### src/rtl/wb_resolve.sv
// Writeback and branch-resolve stage: registers results and register-file write lanes,
// resolves branches against the fetch prediction, and issues redirect/flush, squash, halt and statistics.
module wb_resolve #(
  parameter int unsigned WIDTH   = 32,
  parameter int unsigned PREDICT = 1,
  parameter int unsigned SQUASH  = 1,
  parameter int unsigned CNT_W   = 16
) (
  input  logic             clk_i,
  input  logic             rst_i,
  input  logic [63:0]      ir_i,
  input  logic [WIDTH-1:0] pc_i,
  input  logic [WIDTH-1:0] pc_fall_i,
  input  logic [2:0]       ccr_i,
  input  logic [1:0]       reg_write_i,
  input  logic [WIDTH-1:0] result_i,
  input  logic [WIDTH-1:0] result_hi_i,
  input  logic             pred_taken_i,
  input  logic             stall_i,
  output logic             stall_o,
  input  logic             halt_i,
  output logic             halt_o,
  output logic [WIDTH-1:0] result_o,
  output logic [WIDTH-1:0] result_hi_o,
  output logic [1:0]       reg_write_o,
  output logic [3:0]       reg_write_addr,
  output logic [3:0]       reg_write_hi_addr,
  output logic [WIDTH-1:0] pc_o,
  output logic             pc_set,
  output logic             flush_o,
  output logic [CNT_W-1:0] br_count_o,
  output logic [CNT_W-1:0] mispredict_count_o
);

  localparam int unsigned SQ_W     = 3;
  localparam logic [3:0]  T_BRANCH = 4'hc;
  localparam logic [3:0]  T_JUMP   = 4'hd;

  logic [3:0] ir_type, ir_op, ra;
  assign ir_type = ir_i[31:28];
  assign ir_op   = ir_i[27:24];
  assign ra      = ir_i[23:20];

  logic unused_ir;
  assign unused_ir = ^{ir_i[63:32], ir_i[19:0]};

  logic [WIDTH-1:0] result_q, result_d, result_hi_q, result_hi_d, pc_q, pc_d;
  logic [1:0]       reg_write_q, reg_write_d;
  logic [3:0]       wa_q, wa_d, wah_q, wah_d;
  logic             pc_set_q, pc_set_d, halt_q, halt_d;
  logic [SQ_W-1:0]  squash_q, squash_d;
  logic [CNT_W-1:0] br_q, br_d, mp_q, mp_d;
  logic             cond, is_cf, counted, taken, redirect;

  // Branch resolution, then next-state selection: stall holds, squash/halt suppress.
  always_comb begin
    result_d    = result_q;
    result_hi_d = result_hi_q;
    pc_d        = pc_q;
    reg_write_d = reg_write_q;
    wa_d        = wa_q;
    wah_d       = wah_q;
    pc_set_d    = pc_set_q;
    halt_d      = halt_q;
    squash_d    = squash_q;
    br_d        = br_q;
    mp_d        = mp_q;
    cond        = 1'b0;

    case (ir_op)
      4'h0:    cond = 1'b1;
      4'h1:    cond = ccr_i[0];
      4'h2:    cond = ~ccr_i[0];
      4'h3:    cond = ~(ccr_i[2] | ccr_i[0]);
      4'h4:    cond = ~(ccr_i[1] | ccr_i[0]);
      4'h5:    cond = ~ccr_i[1];
      4'h6:    cond = ccr_i[1] | ccr_i[0];
      4'h7:    cond = ccr_i[1];
      4'h8:    cond = ~ccr_i[2];
      4'h9:    cond = ccr_i[2];
      4'ha:    cond = ccr_i[2] | ccr_i[0];
      default: cond = 1'b0;
    endcase

    is_cf   = (ir_type == T_BRANCH) || (ir_type == T_JUMP);
    counted = (ir_type == T_JUMP) || ((ir_type == T_BRANCH) && (ir_op <= 4'ha));
    taken   = (ir_type == T_JUMP) || ((ir_type == T_BRANCH) && cond);
    if (PREDICT != 0) redirect = is_cf && (taken != pred_taken_i);
    else              redirect = taken;

    if (!stall_i) begin
      result_d    = result_i;
      result_hi_d = result_hi_i;
      wa_d        = ra;
      wah_d       = ra + 4'd1;
      pc_d        = pc_i;
      pc_set_d    = 1'b0;
      reg_write_d = 2'b00;
      if (squash_q != '0) begin
        squash_d = squash_q - SQ_W'(1);
      end else if (!halt_q) begin
        reg_write_d = reg_write_i;
        if (halt_i) halt_d = 1'b1;
        if (redirect) begin
          pc_set_d = 1'b1;
          pc_d     = taken ? result_i : pc_fall_i;
          squash_d = SQ_W'(SQUASH);
          if (mp_q != {CNT_W{1'b1}}) mp_d = mp_q + CNT_W'(1);
        end
        if (counted && (br_q != {CNT_W{1'b1}})) br_d = br_q + CNT_W'(1);
      end
    end
  end

  always_ff @(posedge clk_i or posedge rst_i) begin
    if (rst_i) begin
      result_q    <= '0;
      result_hi_q <= '0;
      pc_q        <= '0;
      reg_write_q <= '0;
      wa_q        <= '0;
      wah_q       <= '0;
      pc_set_q    <= 1'b0;
      halt_q      <= 1'b0;
      squash_q    <= '0;
      br_q        <= '0;
      mp_q        <= '0;
    end else begin
      result_q    <= result_d;
      result_hi_q <= result_hi_d;
      pc_q        <= pc_d;
      reg_write_q <= reg_write_d;
      wa_q        <= wa_d;
      wah_q       <= wah_d;
      pc_set_q    <= pc_set_d;
      halt_q      <= halt_d;
      squash_q    <= squash_d;
      br_q        <= br_d;
      mp_q        <= mp_d;
    end
  end

  assign stall_o            = stall_i;
  assign halt_o             = halt_q;
  assign result_o           = result_q;
  assign result_hi_o        = result_hi_q;
  assign reg_write_o        = reg_write_q;
  assign reg_write_addr     = wa_q;
  assign reg_write_hi_addr  = wah_q;
  assign pc_o               = pc_q;
  assign pc_set             = pc_set_q;
  assign flush_o            = pc_set_q;
  assign br_count_o         = br_q;
  assign mispredict_count_o = mp_q;

endmodule

### config.mk
export PLATFORM = sky130hd
export DESIGN_NAME = wb_resolve
export DESIGN_NICKNAME = d
export VERILOG_FILES = /design/src/rtl/wb_resolve.sv
export SDC_FILE = /design/constraint.sdc
export NUM_CORES = 1
export LEC_CHECK = 0
export BUFFER_PORTS_ARGS = -buffer_cell sky130_fd_sc_hd__buf_2
export CAP_MARGIN = 20
export CORE_MARGIN = 5
export CORE_UTILIZATION = 30
export CTS_BUF_LIST = sky130_fd_sc_hd__clkbuf_8
export DETAILED_ROUTE_END_ITERATION = 10
export MAX_ROUTING_LAYER = met4
export PLACE_DENSITY = 0.59
export SLEW_MARGIN = 20
export SYNTH_ARGS = -nofsm -noshare
export SYNTH_HDL_FRONTEND = slang
export SYNTH_SLANG_ARGS = --single-unit
### constraint.sdc
create_clock -name clk_i -period 6.6 [get_ports clk_i]
set_input_delay 1.32 -clock clk_i [delete_from_list [all_inputs] [get_ports clk_i]]
set_output_delay 1.32 -clock clk_i [all_outputs]
set_load 0.02 [all_outputs]
==> results.md, run 1 <==
- Status: completed
- Die Width: 158 um
- Filler Cell Count: 2,170
- Slew @ Worst Pin: 0.986 ns
- CTS Buf Count: 17
- Final worst path period share: 53.9%
- Antenna viol nets, final: 0
- Worst VDD drop: 0.136 mV
- Routed len/inst: 17.6 um
- Worst skew pair latency: 0.44 ns
- Via count: 5,475
- Critical path arrival: 3.87 ns
- Design area: 8650 sq um
- Post-route DRC: 0
- Critical path type: reg2reg
- Routability cong.: 0.810
- Post-Syn Area: 6540 sq um
- Die Ht: 158 um
- Cell chain of the critical path: or2_2, inv_1, ha_1, nor2b_1, nor2b_4, or3b_4, o22ai_1, o21ai_1
- Final Net Count: 1,047
- Crit path capture type: flop
- # rows: 54
- Number of vias per cell: 4.84
- #FFs+latches synth: 143
- Mean Syn Cell Area: 11.6 sq um
- Post-synthesis async set-or-reset flop share: 100%
- Net Sw Power: 0.672 mW
- GRT Overall Usage: 16.3%
- Register area share after synthesis: 54.7%
- CP required: 6.91 ns
- Register area: 3580 sq um
- Maxcap violations: 0
- Comb pwr share: 20.0%
- Syn_nets: 769
- Share of layout cells above drive strength 1: 50.2%
- Antenna diodes: 0
- Detailed placement HPWL: 14.2 mm
- TritonCTS clock tree: built
- Synth Instances: 562
- Clock transition at path regs: 0.09 ns
- Lkg Pwr: 4.14 nW
- Skew final: 0.00897 ns
- Pwr/cell area: 248 nW/um^2
- Peak per-stage delay on the critical path: 0.82 ns
- First-pass GRT wire length: 30.8 mm
- Slew HR: 33.7%
- Hold WS: 0.481 ns
- Count of different cell masters after synthesis: 51
- Flop pwr share: 46.9%
- Cell-internal power: 1.47 mW
- Worst-path fanout max: 33
- Clock share of power: 33.2%
- Tmin final: 3.56 ns
- Worst Hold Class: reg2reg
- Multi-input logic area: 2780 sq um
- Largest net degree at the start of global routing: 99
- CTS Buffer Depth: 2
- Final hold violation count: 0
- Vias in the first global route: 5,637
- Final setup vio count: 0
- Pwr Total: 2.14 mW
- RSZ-0062 raised after global routing: false
- Post-CTS setup repair buffer count: 0
- Fmax: 0.281 GHz
- Initial antenna violation count: 0
- I/O Buffers: 291
- Setup TNS: 0 ns
- Number of synthesized flops with an enable pin: 0
- Post-placement cell area: 8230 sq um
- Core Region: 21,600 sq um
- Initial DRT Pass Iterations: 4
- Fin. max-slew vios: 0
- Global route total overflow: 0
- CP Buf/Inv Count: 1
- Crit path max-delay family: simple AND/OR/NAND/NOR gates
- Ys Warns: 0
- Worst path slowest cell: nor2b_4
- Switching share of power: 31.4%
- Primary FF master, synth: dfrtp_1
- Most frequent cells in the layout: buf_2 (290), dfrtp_1 (143), mux2_2 (72)
- R2R setup slack: 3.04 ns
- # H-tree levels: 4
- DRT iter0 DRCs: 291
- Clock Sinks: 143
- Starting Density: 30.3%
- Post-CTS Hold Buffers: 0
- Resized Gates After CTS: 0
- Worst setup SP type: flop
- Commonest non-fill, non-tap cell in the layout: buf_2
- Die footprint: 24,900 sq um
- IO Pins: 344
- Root buffer cell: clkbuf_8
- Synth-to-layout area growth: 32.3%
- DRT Wirelength: 19.9 mm
[sequential cells by signal, summed over array words and instances, names as in the netlist]
name and cells:
squash_q 3, mispredict_count_o 16, reg_write_hi_addr 4, halt_o 1
reg_write_addr 4, flush_o 1, result_hi_o 32, reg_write_o 2
pc_o 32, result_o 32, br_count_o 16
[layer usage]
layer | up-vias | part of all wire [%] | GRT usage [%]
met5 | - | 0 | -
met1 | 2613 | 42 | 20.5
met2 | 241 | 48 | 26.3
met3 | 22 | 8.3 | 3.94
met4 | 0 | 1.6 | 4.55
li1 | 2599 | - | -
[cell families after synthesis]
logic type | synth area share [%]
DFF | 54.7
adders and majority gates | 0.956
and+or+nand+nor | 10.4
AOI/OAI and AO/OA | 14.1
muxes | 12.7
xor gates and xnor gates | 3.86
buffers and inverters | 3.27
[path summary, 6_finish.rpt]
| kind | from | to | cells past startpoint |
|---|---|---|---|
| hold reg to reg | pc_o[4]$_DFFE_PP0N_ | pc_o[4]$_DFFE_PP0N_ | 2 |
| max in group asynchronous | rst_i | result_o[2]$_DFFE_PP0N_ | 3 |
| hold / removal | pc_o[4]$_DFFE_PP0N_ | pc_o[4]$_DFFE_PP0N_ | 2 |
| setup reg to reg | squash_q[0]$_DFFE_PP0P_ | pc_o[30]$_DFFE_PP0N_ | 8 |
| setup / recovery | squash_q[0]$_DFFE_PP0P_ | pc_o[30]$_DFFE_PP0N_ | 8 |
| min in group asynchronous | rst_i | result_hi_o[14]$_DFFE_PP0N_ | 2 |
[Yosys cell counts (9+ instances only)]
library cell	n	area share, %
o21ai_1	21	1.6
nand3_1	19	1.5
mux2_2	72	12
and3_1	9	0.86
a21oi_1	38	2.9
clkbuf_1	20	1.1
dfrtp_1	143	55
buf_2	9	0.69
xnor2_1	21	2.8
o21ai_0	10	0.76
o22ai_1	10	0.96
nor2_1	16	0.92
nand2_1	57	3.3
o221ai_2	20	4.6
o31ai_1	9	1.0
[stage by stage]
step	worst slack [ns]	utilization, %	instances
final	3.04	40.0	1132
after global placement	2.31	38.1	1100
after detailed placement	2.33	38.1	1100
after floorplan	1.44	-	562
after CTS	2.52	39.9	1131
after global routing	2.73	40.0	1132
[power groups by stage]
stage	registers (mW)	clock network, mW	logic [mW]
floorplan	1.11	0	0.161
global placement	1.02	0	0.428
detailed placement	1.02	0	0.431
CTS	1.00	0.744	0.432
global route	1.02	0.782	0.468
finish	1.00	0.711	0.428
[area by class of cell]
class | count | share of cell area, %
multi-input combinational | 373 | 32.1
inverter | 9 | 0.448
tap | 280 | 4.05
clock buffer | 17 | 2.70
sequential | 143 | 41.4
timing repair buffer | 296 | 17.5
clock inverter | 14 | 1.84
[worst min-delay path, cell delays in order, from the launching register on]
cell	delay (ns)
dfrtp_1	0.35
nand2_1	0.05
o31ai_1	0.05
(Power assumes the default switching activity.)
==> inputs of run 2 (changes only) <==
- PLACE_DENSITY: 0.59 -> 0.61
- clock period: 6.6 -> 2.95 ns (I/O delays scaled with it)
==> results.md, run 2 (synthesis results as in run 1) <==
- Largest net degree at the start of global routing: 126 (was 99)
- Post-Place Worst Slack: 0.0865 ns (was 2.33 ns)
- First-pass GRT wire length: 30.9 mm (was 30.8 mm)
- Worst setup SP type: flop (unchanged)
- Maxcap violations: 0 (unchanged)
- Post-route DRC: 0 (unchanged)
- Net Sw Power: 1.53 mW (was 0.672 mW)
- Setup TNS: 0 ns (unchanged)
- CP required: 3.30 ns (was 6.91 ns)
- Worst r2r src: squash_q[0]$_DFFE_PP0P_ (unchanged)
- Design area: 8760 sq um (was 8650 sq um)
- Antenna viol nets, final: 0 (unchanged)
- Resized Gates After CTS: 0 (unchanged)
- RSZ-0062 raised after global routing: false (unchanged)
- Pwr Total: 4.72 mW (was 2.14 mW)
- Root buffer cell: clkbuf_8 (unchanged)
- Crit path from: squash_q[0]$_DFFE_PP0P_ (unchanged)
- Routed len/inst: 17.3 um (was 17.6 um)
- Slew HR: 52.3% (was 33.7%)
- Commonest non-fill, non-tap cell in the layout: buf_2 (unchanged)
- Most frequent cells in the layout: buf_2 (290), dfrtp_1 (143), mux2_2 (72) (unchanged)
- Post-placement cell area: 8390 sq um (was 8230 sq um)
- Crit path capture type: flop (unchanged)
- Initial DRT Pass Iterations: 4 (unchanged)
- IO Pins: 344 (unchanged)
- Flop pwr share: 47.6% (was 46.9%)
- Die footprint: 24,900 sq um (unchanged)
- Final Net Count: 1,060 (was 1,047)
- Fin. max-slew vios: 0 (unchanged)
- Hold WS: 0.266 ns (was 0.481 ns)
- Skew final: 0.0107 ns (was 0.00897 ns)
- Routability cong.: 0.807 (was 0.810)
- Comb pwr share: 20.7% (was 20.0%)
- Synth-to-layout area growth: 34.0% (was 32.3%)
- Post-CTS setup repair buffer count: 0 (unchanged)
- Cell-internal power: 3.18 mW (was 1.47 mW)
- Filler Cell Count: 2,169 (was 2,170)
- CTS Buffer Depth: 2 (unchanged)
- # H-tree levels: 4 (unchanged)
- Final hold violation count: 0 (unchanged)
- Clock Sinks: 143 (unchanged)
- Detailed placement HPWL: 14.4 mm (was 14.2 mm)
- Via count: 5,484 (was 5,475)
- Worst skew pair latency: 0.43 ns (was 0.44 ns)
- Die Ht: 158 um (unchanged)
- Share of layout cells above drive strength 1: 51.0% (was 50.2%)
- Lkg Pwr: 4.21 nW (was 4.14 nW)
- Core Region: 21,600 sq um (unchanged)
- # rows: 54 (unchanged)
- Starting Density: 30.3% (unchanged)
- Clock transition at path regs: 0.09 ns (about the same)
- Critical path type: reg2reg (unchanged)
- Tmin final: 2.58 ns (was 3.56 ns)
- Final worst slack: 0.374 ns (was 3.04 ns)
- Post-CTS Hold Buffers: 0 (unchanged)
- TritonCTS clock tree: built (unchanged)
- Final setup vio count: 0 (unchanged)
- Global route total overflow: 0 (unchanged)
- Critical path arrival: 2.93 ns (was 3.87 ns)
- Number of vias per cell: 4.78 (was 4.84)
- Switching share of power: 32.5% (was 31.4%)
- Worst-path fanout max: 6 (was 33)
- Slew @ Worst Pin: 0.716 ns (was 0.986 ns)
- Die Width: 158 um (unchanged)
- GRT Overall Usage: 16.4% (was 16.3%)
- CTS Buf Count: 17 (unchanged)
- Pwr/cell area: 538 nW/um^2 (was 248 nW/um^2)
- I/O Buffers: 291 (unchanged)
- Fmax: 0.388 GHz (was 0.281 GHz)
- Final worst path period share: 87.3% (was 53.9%)
- DRT iter0 DRCs: 290 (was 291)
- Initial antenna violation count: 1 (was 0)
- Worst VDD drop: 0.235 mV (was 0.136 mV)
- Status: completed (unchanged)
- Worst Hold Class: in2async (was reg2reg)
- Clock share of power: 31.7% (was 33.2%)
- DRT Wirelength: 19.9 mm (about the same)
- Vias in the first global route: 5,670 (was 5,637)
-- run 2: cell types whose count changed in the layout (fill, tap and decap cells not counted), sizes merged --
cell and delta:
buf +13, clkinv -4, inv +4, bufinv -2
clkinvlp +2, clkbuf +1, diode +1
-- run 2: metrics by stage --
step                      std cells  util [%]
after detailed placement       1114      38.8
after global routing           1147      40.5
after CTS                      1146      40.5
final                          1147      40.5
after floorplan                 562         -
after global placement         1114      38.8
-- run 2: final cells by class --
class | count | area [sq um] | share of cell area, %
Antenna cell | 1 | 2.50 | 0.0286
Clock buffer | 18 | 248 | 2.83
Clock inverter | 14 | 123 | 1.40
Inverter | 9 | 37.5 | 0.428
Multi-Input combinational cell | 373 | 2770 | 31.6
Sequential cell | 143 | 3580 | 40.8
Tap cell | 280 | 350 | 4.00
Timing Repair Buffer | 309 | 1660 | 18.9
-- run 2: power by group through the flow --
stage	combinational, mW	sequential (mW)	clock, mW
global route	1.08	2.27	1.66
detailed placement	0.997	2.28	0
floorplan	0.360	2.48	0
finish	0.978	2.25	1.49
CTS	0.999	2.25	1.57
global placement	0.988	2.28	0
-- run 2: worst max-delay path, stage by stage (launching register included) --
cell and delay, ns:
dfrtp_1 0.41, or2_2 0.31, inv_1 0.06, ha_1 0.15, nor2b_1 0.12, buf_4 0.15, and4_1 0.29, o31a_1 0.26
nand4_1 0.32, nor3_1 0.29, xnor2_1 0.14
-- run 2: final timing paths --
kind | cells after the start | slack, ns | end
setup reg to reg | 10 | 0.37 | br_count_o[10]$_DFFE_PP0P_
setup / recovery | 10 | 0.37 | br_count_o[10]$_DFFE_PP0P_
min in group clk_i | 2 | 0.37 | reg_write_hi_addr[0]$_DFFE_PP0N_
hold reg to reg | 2 | 0.48 | pc_o[11]$_DFFE_PP0N_
hold / removal | 3 | 0.27 | br_count_o[3]$_DFFE_PP0P_
max in group asynchronous | 3 | 2.08 | result_hi_o[20]$_DFFE_PP0N_
-- run 2: layer usage --
layer / share of wire, % / track usage [%] / vias to the layer above
met5: 0 / - / -
met4: 0.82 / 3.65 / 0
li1: - / - / 2635
met3: 7.2 / 4.07 / 9
met1: 42 / 20.6 / 2626
met2: 50 / 27.0 / 214
